$ cat config.mk
export PLATFORM = sky130hd
export DESIGN_NAME = instruction_fetch_unit
export DESIGN_NICKNAME = d
export VERILOG_FILES = /design/src/rtl/instruction_fetch_unit_pkg.sv /design/src/rtl/instruction_fetch_unit.sv
export SDC_FILE = /design/constraint.sdc
export NUM_CORES = 1
export LEC_CHECK = 0
export ABC_AREA = 1
export ABC_CLOCK_PERIOD_IN_PS = 7400
export BUFFER_PORTS_ARGS = -buffer_cell sky130_fd_sc_hd__buf_4
export CAP_MARGIN = 0
export CORE_UTILIZATION = 29
export CTS_CLUSTER_SIZE = 20
export DETAILED_ROUTE_END_ITERATION = 7
export PLACE_DENSITY = 0.56
export SYNTH_ARGS = -nofsm -noshare
export SYNTH_HDL_FRONTEND = slang
export SYNTH_SLANG_ARGS = --single-unit
$ cat constraint.sdc
create_clock -name clk -period 7.4 [get_ports clk]
set_input_delay 1.11 -clock clk [delete_from_list [all_inputs] [get_ports clk]]
set_output_delay 1.11 -clock clk [all_outputs]
set_load 0.005 [all_outputs]
$ cat src/rtl/instruction_fetch_unit_pkg.sv
// Shared definitions for the instruction fetch unit: FSM encoding and fetch stride.
package instruction_fetch_unit_pkg;

  typedef enum logic [1:0] {
    IDLE  = 2'b00,
    FETCH = 2'b01,
    FULL  = 2'b10,
    FLUSH = 2'b11
  } fetch_state_e;

  localparam int unsigned INST_STRIDE = 4;

endpackage

$ cat src/rtl/instruction_fetch_unit.sv
// Instruction fetch unit: requests instructions from memory, fills the IF/ID entry,
// absorbs one response in a skid buffer under back-pressure, and handles PC redirects.
module instruction_fetch_unit
  import instruction_fetch_unit_pkg::*;
#(
  parameter int unsigned     ADDR_WIDTH = 17,
  parameter int unsigned     LEN        = 32,
  parameter logic [LEN-1:0]  RESET_PC   = '0
) (
  input  logic                  clk,
  input  logic                  rst,
  input  logic                  rdy_in,
  output logic                  inst_fetch_enabled,
  output logic [ADDR_WIDTH-1:0] mem_inst_addr,
  input  logic                  inst_valid,
  input  logic [LEN-1:0]        instruction,
  input  logic                  id_ready,
  input  logic                  branch_taken,
  input  logic [LEN-1:0]        branch_target,
  output logic                  if_id_valid,
  output logic [LEN-1:0]        if_id_inst,
  output logic [LEN-1:0]        if_id_pc
);

  localparam logic [LEN-1:0] STRIDE     = LEN'(INST_STRIDE);
  localparam logic [LEN-1:0] ALIGN_MASK = ~(LEN'(3));

  fetch_state_e          state_r, state_s;
  logic [LEN-1:0]        pc_r, pc_s;
  logic                  if_id_valid_r, if_id_valid_s;
  logic [LEN-1:0]        if_id_inst_r, if_id_inst_s;
  logic [LEN-1:0]        if_id_pc_r, if_id_pc_s;
  logic                  skid_valid_r, skid_valid_s;
  logic [LEN-1:0]        skid_inst_r, skid_inst_s;
  logic [LEN-1:0]        skid_pc_r, skid_pc_s;
  logic                  fetch_en_r, fetch_en_s;
  logic [ADDR_WIDTH-1:0] addr_r, addr_s;

  // Next-state, datapath and registered-output computation
  always_comb begin
    state_s       = state_r;
    pc_s          = pc_r;
    if_id_valid_s = if_id_valid_r;
    if_id_inst_s  = if_id_inst_r;
    if_id_pc_s    = if_id_pc_r;
    skid_valid_s  = skid_valid_r;
    skid_inst_s   = skid_inst_r;
    skid_pc_s     = skid_pc_r;
    fetch_en_s    = fetch_en_r;
    addr_s        = addr_r;

    if (!rdy_in) begin
      state_s = state_r;
    end else if (branch_taken) begin
      // Redirect wins over everything; a still-outstanding request forces FLUSH
      pc_s          = branch_target & ALIGN_MASK;
      if_id_valid_s = 1'b0;
      skid_valid_s  = 1'b0;
      case (state_r)
        IDLE:    state_s = FETCH;
        FETCH:   state_s = inst_valid ? FETCH : FLUSH;
        FULL:    state_s = FETCH;
        FLUSH:   state_s = inst_valid ? FETCH : FLUSH;
        default: state_s = IDLE;
      endcase
    end else begin
      if (id_ready) begin
        if_id_valid_s = 1'b0;
      end else begin
        if_id_valid_s = if_id_valid_r;
      end
      case (state_r)
        IDLE: begin
          state_s = FETCH;
        end
        FETCH: begin
          if (inst_valid) begin
            pc_s = pc_r + STRIDE;
            if (!if_id_valid_r || id_ready) begin
              if_id_valid_s = 1'b1;
              if_id_inst_s  = instruction;
              if_id_pc_s    = pc_r;
              state_s       = FETCH;
            end else begin
              skid_valid_s  = 1'b1;
              skid_inst_s   = instruction;
              skid_pc_s     = pc_r;
              state_s       = FULL;
            end
          end else begin
            state_s = FETCH;
          end
        end
        FULL: begin
          if (id_ready) begin
            if_id_valid_s = 1'b1;
            if_id_inst_s  = skid_inst_r;
            if_id_pc_s    = skid_pc_r;
            skid_valid_s  = 1'b0;
            state_s       = FETCH;
          end else begin
            state_s = FULL;
          end
        end
        FLUSH: begin
          state_s = inst_valid ? FETCH : FLUSH;
        end
        default: begin
          state_s = IDLE;
        end
      endcase
    end

    // FLUSH keeps presenting the address of the request being drained
    case (state_s)
      FETCH: begin
        fetch_en_s = 1'b1;
        addr_s     = pc_s[ADDR_WIDTH-1:0];
      end
      FLUSH: begin
        fetch_en_s = 1'b1;
        addr_s     = addr_r;
      end
      default: begin
        fetch_en_s = 1'b0;
        addr_s     = pc_s[ADDR_WIDTH-1:0];
      end
    endcase
  end

  // State, PC, IF/ID entry, skid buffer and memory request registers
  always_ff @(posedge clk or posedge rst) begin
    if (rst) begin
      state_r       <= IDLE;
      pc_r          <= RESET_PC;
      if_id_valid_r <= 1'b0;
      if_id_inst_r  <= '0;
      if_id_pc_r    <= '0;
      skid_valid_r  <= 1'b0;
      skid_inst_r   <= '0;
      skid_pc_r     <= '0;
      fetch_en_r    <= 1'b0;
      addr_r        <= RESET_PC[ADDR_WIDTH-1:0];
    end else begin
      state_r       <= state_s;
      pc_r          <= pc_s;
      if_id_valid_r <= if_id_valid_s;
      if_id_inst_r  <= if_id_inst_s;
      if_id_pc_r    <= if_id_pc_s;
      skid_valid_r  <= skid_valid_s;
      skid_inst_r   <= skid_inst_s;
      skid_pc_r     <= skid_pc_s;
      fetch_en_r    <= fetch_en_s;
      addr_r        <= addr_s;
    end
  end

  assign inst_fetch_enabled = fetch_en_r;
  assign mem_inst_addr      = addr_r;
  assign if_id_valid        = if_id_valid_r;
  assign if_id_inst         = if_id_inst_r;
  assign if_id_pc           = if_id_pc_r;

endmodule

==> flow_summary.yaml, run 1 <==
status:
  status: "complete, no violations"
clocking:
  clk_path_buf_depth: 2
  htreeDepth: 4
  cts-resized-gates: 0
  cts_setup_buffers: 0
  hold_buffers: 0
  cts-root-buf: "clkbuf_16"
  clock-sinks: 180
  path_clk_slew_ps: 70
  clkLatencyLatePin_ps: 430
  cts_made_buffers: 17
  cts_tree: "done"
drt:
  wl_per_cell_microns: 14.2
  drcViolationCount: 0
  routed_wl_microns: 23000
  drt-initial-drc-count: 432
  ant_nets: 0
  num_vias: 7319
  viasPerCell: 4.50
  dr.pass1.iters: 5
die:
  initial_utilization: 0.296
  die_h_microns: 177
  num_rows: 63
  fp.coreArea_sq_um: 29900
  die_width_microns: 177
  die_area_sq_um: 31200
  io_pins: 153
hold_path:
  holdCritPathClass: "flop to flop"
critical_path:
  crit_arrival_ps: 3820
  path_class: "flop to flop"
  crit_path_start_kind: "flop"
  crit_required_ps: 7760
  crit_fanout: 73
  cp-end-kind: "flop"
placement:
  dp.cells: 1595
  gp_congestion: 0.895
  hpwlAfterDp_microns: 16400
  place_area_sq_um: 10200
  port_buffers: 150
power_and_ir_drop:
  p_per_area_nw_per_um2: 346
  leakagePower_nw: 5.21
  vdd_drop_max_mv: 0.185
sta:
  rsz0062_at_grt: "false"
  worst_slew_pin_slew_ps: 1170
  slew_violations: 0
  hold_viol: 0
  max_freq_mhz: 289
  relSlewSlack: 0.223
  finClkSkew_ps: 14.4
  hold_ws_ps: 481
  setup_tns_ps: 0
  finalCritPeriodShare: 0.468
  period_needed_ps: 3460
  setup_viol_count_final: 0
layout:
  fill_cells: 3167
  final_util: 0.362
  final_layout_size_suffix_gt1_frac: 0.204
  fin_area_sq_um: 10800
  diodes: 0
  layout.cells.non_filler: 1627
  seq_area_sq_um: 4500
  multi_input_area_sq_um: 3660
  layout.nets: 1300
  syn_to_final_growth_pct: 22.0
yosys:
  ys_warn_count: 0
  synthCells: 1103
  synth_area_leaders: "dfrtp_1, nand2_1, o21ai_0"
  yosysTopAreaCell: "dfrtp_1"
  synth_area_sq_um: 8860
  synth_top_area_frac: 0.509
  ys_seq_area_frac: 0.509
  synth_cell_types: 32
  ys_ff_latch: 180
  syn_avg_cell_area_sq_um: 8.03
  synth_nets: 1179
grt:
  grt_antenna_before_repair: 0
  grt_pass1_vias: 6805
  grt_remaining_overflow: 0
  grt_use_total: 0.152
  grt_pass1_wl_microns: 37200
  grt_max_degree: 129
run:
  drv_cap: 0
## worst max-delay path: stages, from the launching register on
cell and delay (ps):
dfrtp_1 410, inv_1 80, ha_1 240, clkinv_2 490, nor2_1 180, nor4_4 290
buf_4 570, buf_4 830, nor2_1 120, a21oi_2 130
## synthesized netlist by cell type
master and number:
a21oi_1 29, a21oi_2 56, o21ai_0 158, o31ai_1 1
buf_4 8, nor2_2 1, buf_2 4, o21ai_1 1
o211ai_1 5, nor3_1 1, o21bai_1 2, o21ai_2 1
a22oi_1 2, nor2_1 130, nand4_1 8, nand2_4 1
nand3b_1 2, buf_1 2, dfrtp_1 180, buf_6 10
ha_1 6, nor2_8 1, clkinv_1 1, o22ai_1 2
inv_1 100, nand3_1 58, xor2_1 3, nor4_4 1
inv_2 2, nand2_1 297, clkbuf_1 29, inv_4 1
## cells in the final DEF (no fill, tap or decap), drive strengths merged, types with 3 or more instances in the layout
cell type,instances
a21oi,85
dfrtp,180
nand3,58
buf,155
o21ai,160
xor2,3
nand4,8
ha,6
clkbuf,20
nand2,298
inv,108
nor2,132
o211ai,5
clkinv,4
## final cells by class
cell class                 instances  area share
multi-input combinational        766       0.339
sequential                       180       0.417
tap                              390      0.0452
clock buffer                      20      0.0413
clock inverter                    12      0.0133
timing repair buffer             155       0.108
inverter                         104      0.0369
## path summary, 6_finish.rpt
path                               startpoint                to  slack (ps)  depth (start not counted)
worst min-delay path            skid_pc_r[30]     skid_pc_r[30]         480                          2
worst max-delay path               state_r[0]      if_id_pc[28]        3940                          9
worst max register to register     state_r[0]      if_id_pc[28]        3940                          9
max in group asynchronous                 rst  mem_inst_addr[2]        5340                          3
min in group asynchronous                 rst   skid_inst_r[15]         770                          2
worst min register to register  skid_pc_r[30]     skid_pc_r[30]         480                          2
## registers in the layout (all words and copies together), names as in the netlist
signal,count
skid_pc_r,32
if_id_pc,32
if_id_valid,1
skid_inst_r,32
state_r,2
if_id_inst,32
mem_inst_addr,17
pc_r,32
## layer usage
layer | up-vias | track usage | wire (microns)
li1 | 3796 | - | -
met4 | 0 | 0.0467 | 356
met3 | 17 | 0.0268 | 963
met5 | - | 0 | 0
met1 | 3336 | 0.228 | 11900
met2 | 170 | 0.221 | 9860
## metrics by stage
stage / total power [mW] / setup slack (ps)
CTS: 3.79 / 3830
global route: 4.04 / 3490
floorplan: 2.31 / 1400
detailed placement: 2.85 / 3640
global placement: 2.82 / 3640
finish: 3.74 / 3940
## cell families (layout without fill, tap and decap cells)
family,Yosys count,after routing,share of synthesized area
and+or+nand+nor,500,500,0.228
AOI/OAI and AO/OA,257,257,0.172
DFF,180,180,0.509
buffers and inverters,157,291,0.0792
adders and majority gates,6,6,0.00848
xor gates and xnor gates,3,3,0.00297
## power breakdown
group	switching [mW]	leakage, nW	total (mW)	internal [mW]
sequential	0.233	2.20	1.61	1.37
combinational	0.650	2.73	1.20	0.553
clock	0.412	0.284	0.927	0.515
total	1.30	5.21	3.74	2.44
Note: power is estimated with default switching activity, not from simulation.
==> run 2, diff against run 1 <==
ABC_CLOCK_PERIOD_IN_PS = 2900   (was 7400)
PLACE_DENSITY = 0.57   (was 0.56)
clock period = 2.9 ns   (was 7.4 ns; I/O delays follow)
==> run 2 against run 1 <==
Via count is 1.6% higher. Sequential cell count is the same. Maximum frequency rose by 48%. Critical endpoint is now mem_inst_addr[11]. Die area did not move. Global-route usage rose by 0.17 points. Critical path type unchanged. First-iteration DRC count increased by 30%. Setup slack lost 3400 ps. Largest cell class unchanged.
==> flow_summary.yaml, run 2 (synthesis results as in run 1) <==
die:
  die_area_sq_um: 31200
  die_h_microns: 177
  initial_utilization: 0.296
  num_rows: 63
  io_pins: 153
  die_width_microns: 177
  fp.coreArea_sq_um: 29900
drt:
  num_vias: 7434
  dr.pass1.iters: 5
  routed_wl_microns: 23200
  ant_nets: 0
  drt-initial-drc-count: 561
  viasPerCell: 4.55
  drcViolationCount: 0
  wl_per_cell_microns: 14.2
layout:
  diodes: 0
  final_layout_size_suffix_gt1_frac: 0.209
  syn_to_final_growth_pct: 23.3
  final_common_cell: "nand2_1"
  layout.cells.non_filler: 1633
  layout.nets: 1306
  mostFrequentLayoutCells: "nand2_1, dfrtp_1, o21ai_0"
sta:
  setup_viol_count_final: 0
  finalCritPeriodShare: 0.807
  finClkSkew_ps: 12.4
  setup_tns_ps: 0
  hold_viol: 0
  max_freq_mhz: 427
  worst_slew_pin_slew_ps: 798
  relSlewSlack: 0.468
  hold_ws_ps: 110
  slew_violations: 0
  period_needed_ps: 2340
  rsz0062_at_grt: "false"
power_and_ir_drop:
  p_per_area_nw_per_um2: 873
  leakagePower_nw: 5.27
  vdd_drop_max_mv: 0.436
  total_power_mw: 9.54
clocking:
  cts-root-buf: "clkbuf_16"
  clock-sinks: 180
  cts_tree: "done"
  cts_setup_buffers: 0
  cts-resized-gates: 0
  clk_path_buf_depth: 2
  htreeDepth: 4
  clkLatencyLatePin_ps: 440
  path_clk_slew_ps: 80
  cts_made_buffers: 17
  hold_buffers: 0
critical_path:
  crit_arrival_ps: 2670
  crit_required_ps: 3230
  rrSetupSlack_ps: 560
  path_class: "flop to flop"
  crit_path_start_kind: "flop"
  crit_fanout: 19
  cp-end-kind: "flop"
  r2r_cells: 11
run:
  drv_cap: 0
grt:
  grt_max_degree: 129
  grt_antenna_before_repair: 0
  top_usage_layer: "met1"
  use_met2: 0.227
  grt_use_met3: 0.0305
  grt_remaining_overflow: 0
  grt_pass1_vias: 7078
  grt_use_total: 0.154
  use_met1: 0.228
  grt_pass1_wl_microns: 37900
status:
  status: "complete, no violations"
placement:
  gp_congestion: 0.874
  port_buffers: 150
  dp.cells: 1601
  hpwlAfterDp_microns: 16600
hold_path:
  holdCritPathClass: "primary input to async pin"
run 2: changes by cell type in the layout (fill, tap and decap cells not counted), sizes merged:
cell and delta:
bufinv -2, clkinv +4, clkbuf -1, buf +6, inv -1
run 2: through the flow:
step | utilization | setup WS [ps] | area [sq um]
5_1_grt | 0.366 | 317 | 10900
3_5_place_dp | 0.346 | 549 | 10300
6_report | 0.366 | 559 | 10900
3_3_place_gp | 0.346 | 607 | 10300
4_1_cts | 0.366 | 539 | 10900
2_1_floorplan | - | 156 | 8860
run 2: report_power, final:
part,switching [mW],internal (mW)
logic,1.67,1.45
registers,0.598,3.50
clock network,1.13,1.19
total,3.39,6.14
run 2: worst paths after layout:
| check | startpoint | to |
|---|---|---|
| min in group clk | branch_target[9] | pc_r[9] |
| max reg2reg | state_r[1] | mem_inst_addr[11] |
| min reg2reg | skid_pc_r[16] | skid_pc_r[16] |
| max in group asynchronous | rst | pc_r[22] |
| max | state_r[1] | mem_inst_addr[11] |
| min | rst | if_id_inst[23] |
run 2: final cells by class:
| cell class | instances | area (sq um) |
|---|---|---|
| fillers | 3101 | 19000 |
| clock buffers | 19 | 453 |
| repair buffers | 161 | 1280 |
| multi-input cells | 766 | 3660 |
| inverters | 104 | 398 |
| clock inverters | 13 | 138 |
| flip-flops and latches | 180 | 4500 |
| well taps | 390 | 488 |
run 2: layer usage:
metal | routed length [microns] | vias to the layer above
met2 | 10000 | 191
met3 | 1140 | 23
met5 | 0 | -
met4 | 310 | 0
li1 | - | 3811
met1 | 11700 | 3409
run 2: critical path: stages (launching register included):
cell,delay (ps)
dfrtp_1,400
inv_1,110
ha_1,220
nand2_1,210
nor2_1,270
o21ai_0,110
nand2_1,70
nand2_1,50
o21ai_2,310
nand2_4,250
nand2_1,150
nand2_1,70
==> run 3, diff against run 2 <==
ABC_AREA = 0   (was 1)
ABC_CLOCK_PERIOD_IN_PS = 2300   (was 2900)
PLACE_DENSITY = 0.56   (was 0.57)
clock period = 2.3 ns   (was 2.9 ns; I/O delays follow)
==> run 3 against run 2 <==
Cell area fell by 2.2%. Worst hold slack better by 35 ps. Highest routed layer unchanged. Core utilization grew 0.64 points. Register-to-register slack worse by 410 ps. Critical endpoint unchanged. Synthesized cell count is 34% lower. Routed wire length fell by 8.1%. Count of clock-buffer cells in the layout unchanged. Sequential cell count did not move. Non-clock buffer count grew 18. Sequential power grew 24%. Clock power grew 25%.
==> flow_summary.yaml, run 3 <==
layout:
  syn_to_final_growth_pct: 26.2
  mostFrequentLayoutCells: "dfrtp_1, buf_4, nand2_1"
  final_layout_size_suffix_gt1_frac: 0.350
  layout.nets: 948
  final_common_cell: "dfrtp_1"
  layout.cells.non_filler: 1268
  diodes: 0
power_and_ir_drop:
  combPwrFrac: 0.284
  swShare: 0.301
  p_seq_frac: 0.455
  p_per_area_nw_per_um2: 1040
  vdd_drop_max_mv: 0.472
  clkPwrFrac: 0.261
  switchingPower_mw: 3.35
  intPower_mw: 7.80
  leakagePower_nw: 4.80
  total_power_mw: 11.2
sta:
  hold_viol: 0
  finClkSkew_ps: 14.2
  rsz0062_at_grt: "false"
  relSlewSlack: 0.589
  setup_tns_ps: 0
  slew_violations: 0
  setup_viol_count_final: 0
  finalCritPeriodShare: 0.936
  period_needed_ps: 2150
  fin_ws_ps: 147
  worst_slew_pin_slew_ps: 617
  max_freq_mhz: 465
critical_path:
  cp-end-kind: "flop"
  r2r-start: "state_r[0]"
  crit_fanout: 13
  crit_path_start_kind: "flop"
  crit_arrival_ps: 2460
  crit_start: "state_r[0]"
  crit_required_ps: 2610
  path_class: "flop to flop"
die:
  fp.coreArea_sq_um: 28700
  die_area_sq_um: 29900
  num_rows: 62
  die_h_microns: 173
  die_width_microns: 173
  io_pins: 153
  initial_utilization: 0.295
yosys:
  synthAdderAreaFrac: 0.00888
  synth.cells.most_frequent: "dfrtp_1, nand2_1, o21ai_0"
  synth_cell_types: 67
  synth-simple-area-share: 0.104
  synth_most_common_cell: "dfrtp_1"
  ys.flop_type: "dfrtp_1"
  ys_warn_count: 0
  synth_top_family_by_area: "multiplexers"
  synthCells: 726
  synthMuxAreaShare: 0.196
  yosysTopAreaCell: "dfrtp_1"
  synth_area_leaders: "dfrtp_1, mux2_2, mux2i_1"
  synth-xor-area-share: 0
  ys_ff_latch: 180
  synth_edf_count: 0
  synth_compound_area_frac: 0.118
  ys_seq_area_frac: 0.533
  synth_area_sq_um: 8460
  ys_async_sr_fraction: 1.00
  synth_top_area_frac: 0.533
  syn_avg_cell_area_sq_um: 11.7
  synth_nets: 802
hold_path:
  holdCritPathClass: "primary input to flop"
  hp-start: "branch_target[26]"
clocking:
  clk_path_buf_depth: 2
  clkLatencyLatePin_ps: 430
  cts_made_buffers: 17
  htreeDepth: 4
  path_clk_slew_ps: 70
  cts-root-buf: "clkbuf_16"
  clock-sinks: 180
  cts_tree: "done"
placement:
  gp_congestion: 0.811
  place_ws_ps: 88.6
  hpwlAfterDp_microns: 14900
  port_buffers: 150
  dp.cells: 1234
drt:
  drt-initial-drc-count: 410
  routed_wl_microns: 21300
  wl_met2_microns: 9790
  dr_wl_met3_microns: 902
  dr.pass1.iters: 5
  top_layer_used: "met4"
  ant_nets: 0
  met1_length_microns: 10400
  num_vias: 6110
  drcViolationCount: 0
  wl_per_cell_microns: 16.8
  viasPerCell: 4.82
grt:
  grt_remaining_overflow: 0
  grt_max_degree: 71
  grt_use_total: 0.147
  grt_pass1_vias: 6120
  grt_pass1_wl_microns: 34700
  grt_antenna_before_repair: 0
status:
  status: "complete, no violations"
run:
  drv_cap: 0
run 3: changes by cell type after synthesis, sizes merged, moves of 69 or more:
cell   before  now
o21ai     160   82
inv       103   10
mux2        0   82
nand2     298   81
mux2i       0   69
nor2      132   14
run 3: cell type report:
class	count	area (sq um)
Timing Repair Buffer	179	1430
Clock buffer	19	443
Inverter	10	41.3
Fill cell	2916	18000
Clock inverter	12	130
Sequential cell	180	4500
Tap cell	384	480
Multi-Input combinational cell	484	3640
run 3: critical path, cell delays in order, from the launching register on:
cell and delay, ps:
dfrtp_1 440, ha_2 250, buf_4 160, nand2b_1 130, o2111ai_1 140, mux2_4 290
and2_4 150, buf_12 150, mux2_1 320
run 3: cell families after synthesis:
kind of cell / after synthesis
buf+inv: 62
compound gates: 163
mux: 151
fa+ha+maj: 6
simple gates: 164
flops: 180
run 3: routing by layer:
layer,track usage,vias to the layer above
met5,0,-
met4,0.0354,0
met3,0.0312,18
met2,0.225,145
met1,0.213,3027
li1,-,2920
run 3: power groups by stage:
stage	logic, mW	clock network, mW	registers, mW
detailed placement	3.21	0	5.14
global placement	3.15	0	5.09
CTS	3.21	3.01	5.09
floorplan	1.67	0	5.03
global route	3.53	3.13	5.27
finish	3.17	2.91	5.08
run 3: what timing repair did:
action                                 4_1_cts  5_1_grt
hold buffers                                 1        0
buffers inserted                             0        2
setup endpoints to repair                    0       36
endpoints found under the hold margin       15        0
gates resized for setup                      0        1
run 3: final timing paths:
check	endpoint	slack, ps	cells after the start
min in group asynchronous	skid_pc_r[20]	520	3
worst max-delay path	mem_inst_addr[11]	150	8
worst min register to register	if_id_inst[10]	480	2
worst min-delay path	pc_r[26]	150	2
max in group asynchronous	skid_inst_r[23]	1100	4
worst max register to register	mem_inst_addr[11]	150	8
run 3: through the flow:
| step | utilization | cell area, sq um | hold WS [ps] |
|---|---|---|---|
| detailed placement | 0.351 | 10100 | 426 |
| floorplan | - | 8460 | 462 |
| finish | 0.372 | 10700 | 145 |
| CTS | 0.371 | 10600 | 123 |
| global route | 0.372 | 10700 | 129 |
| global placement | 0.351 | 10100 | 430 |
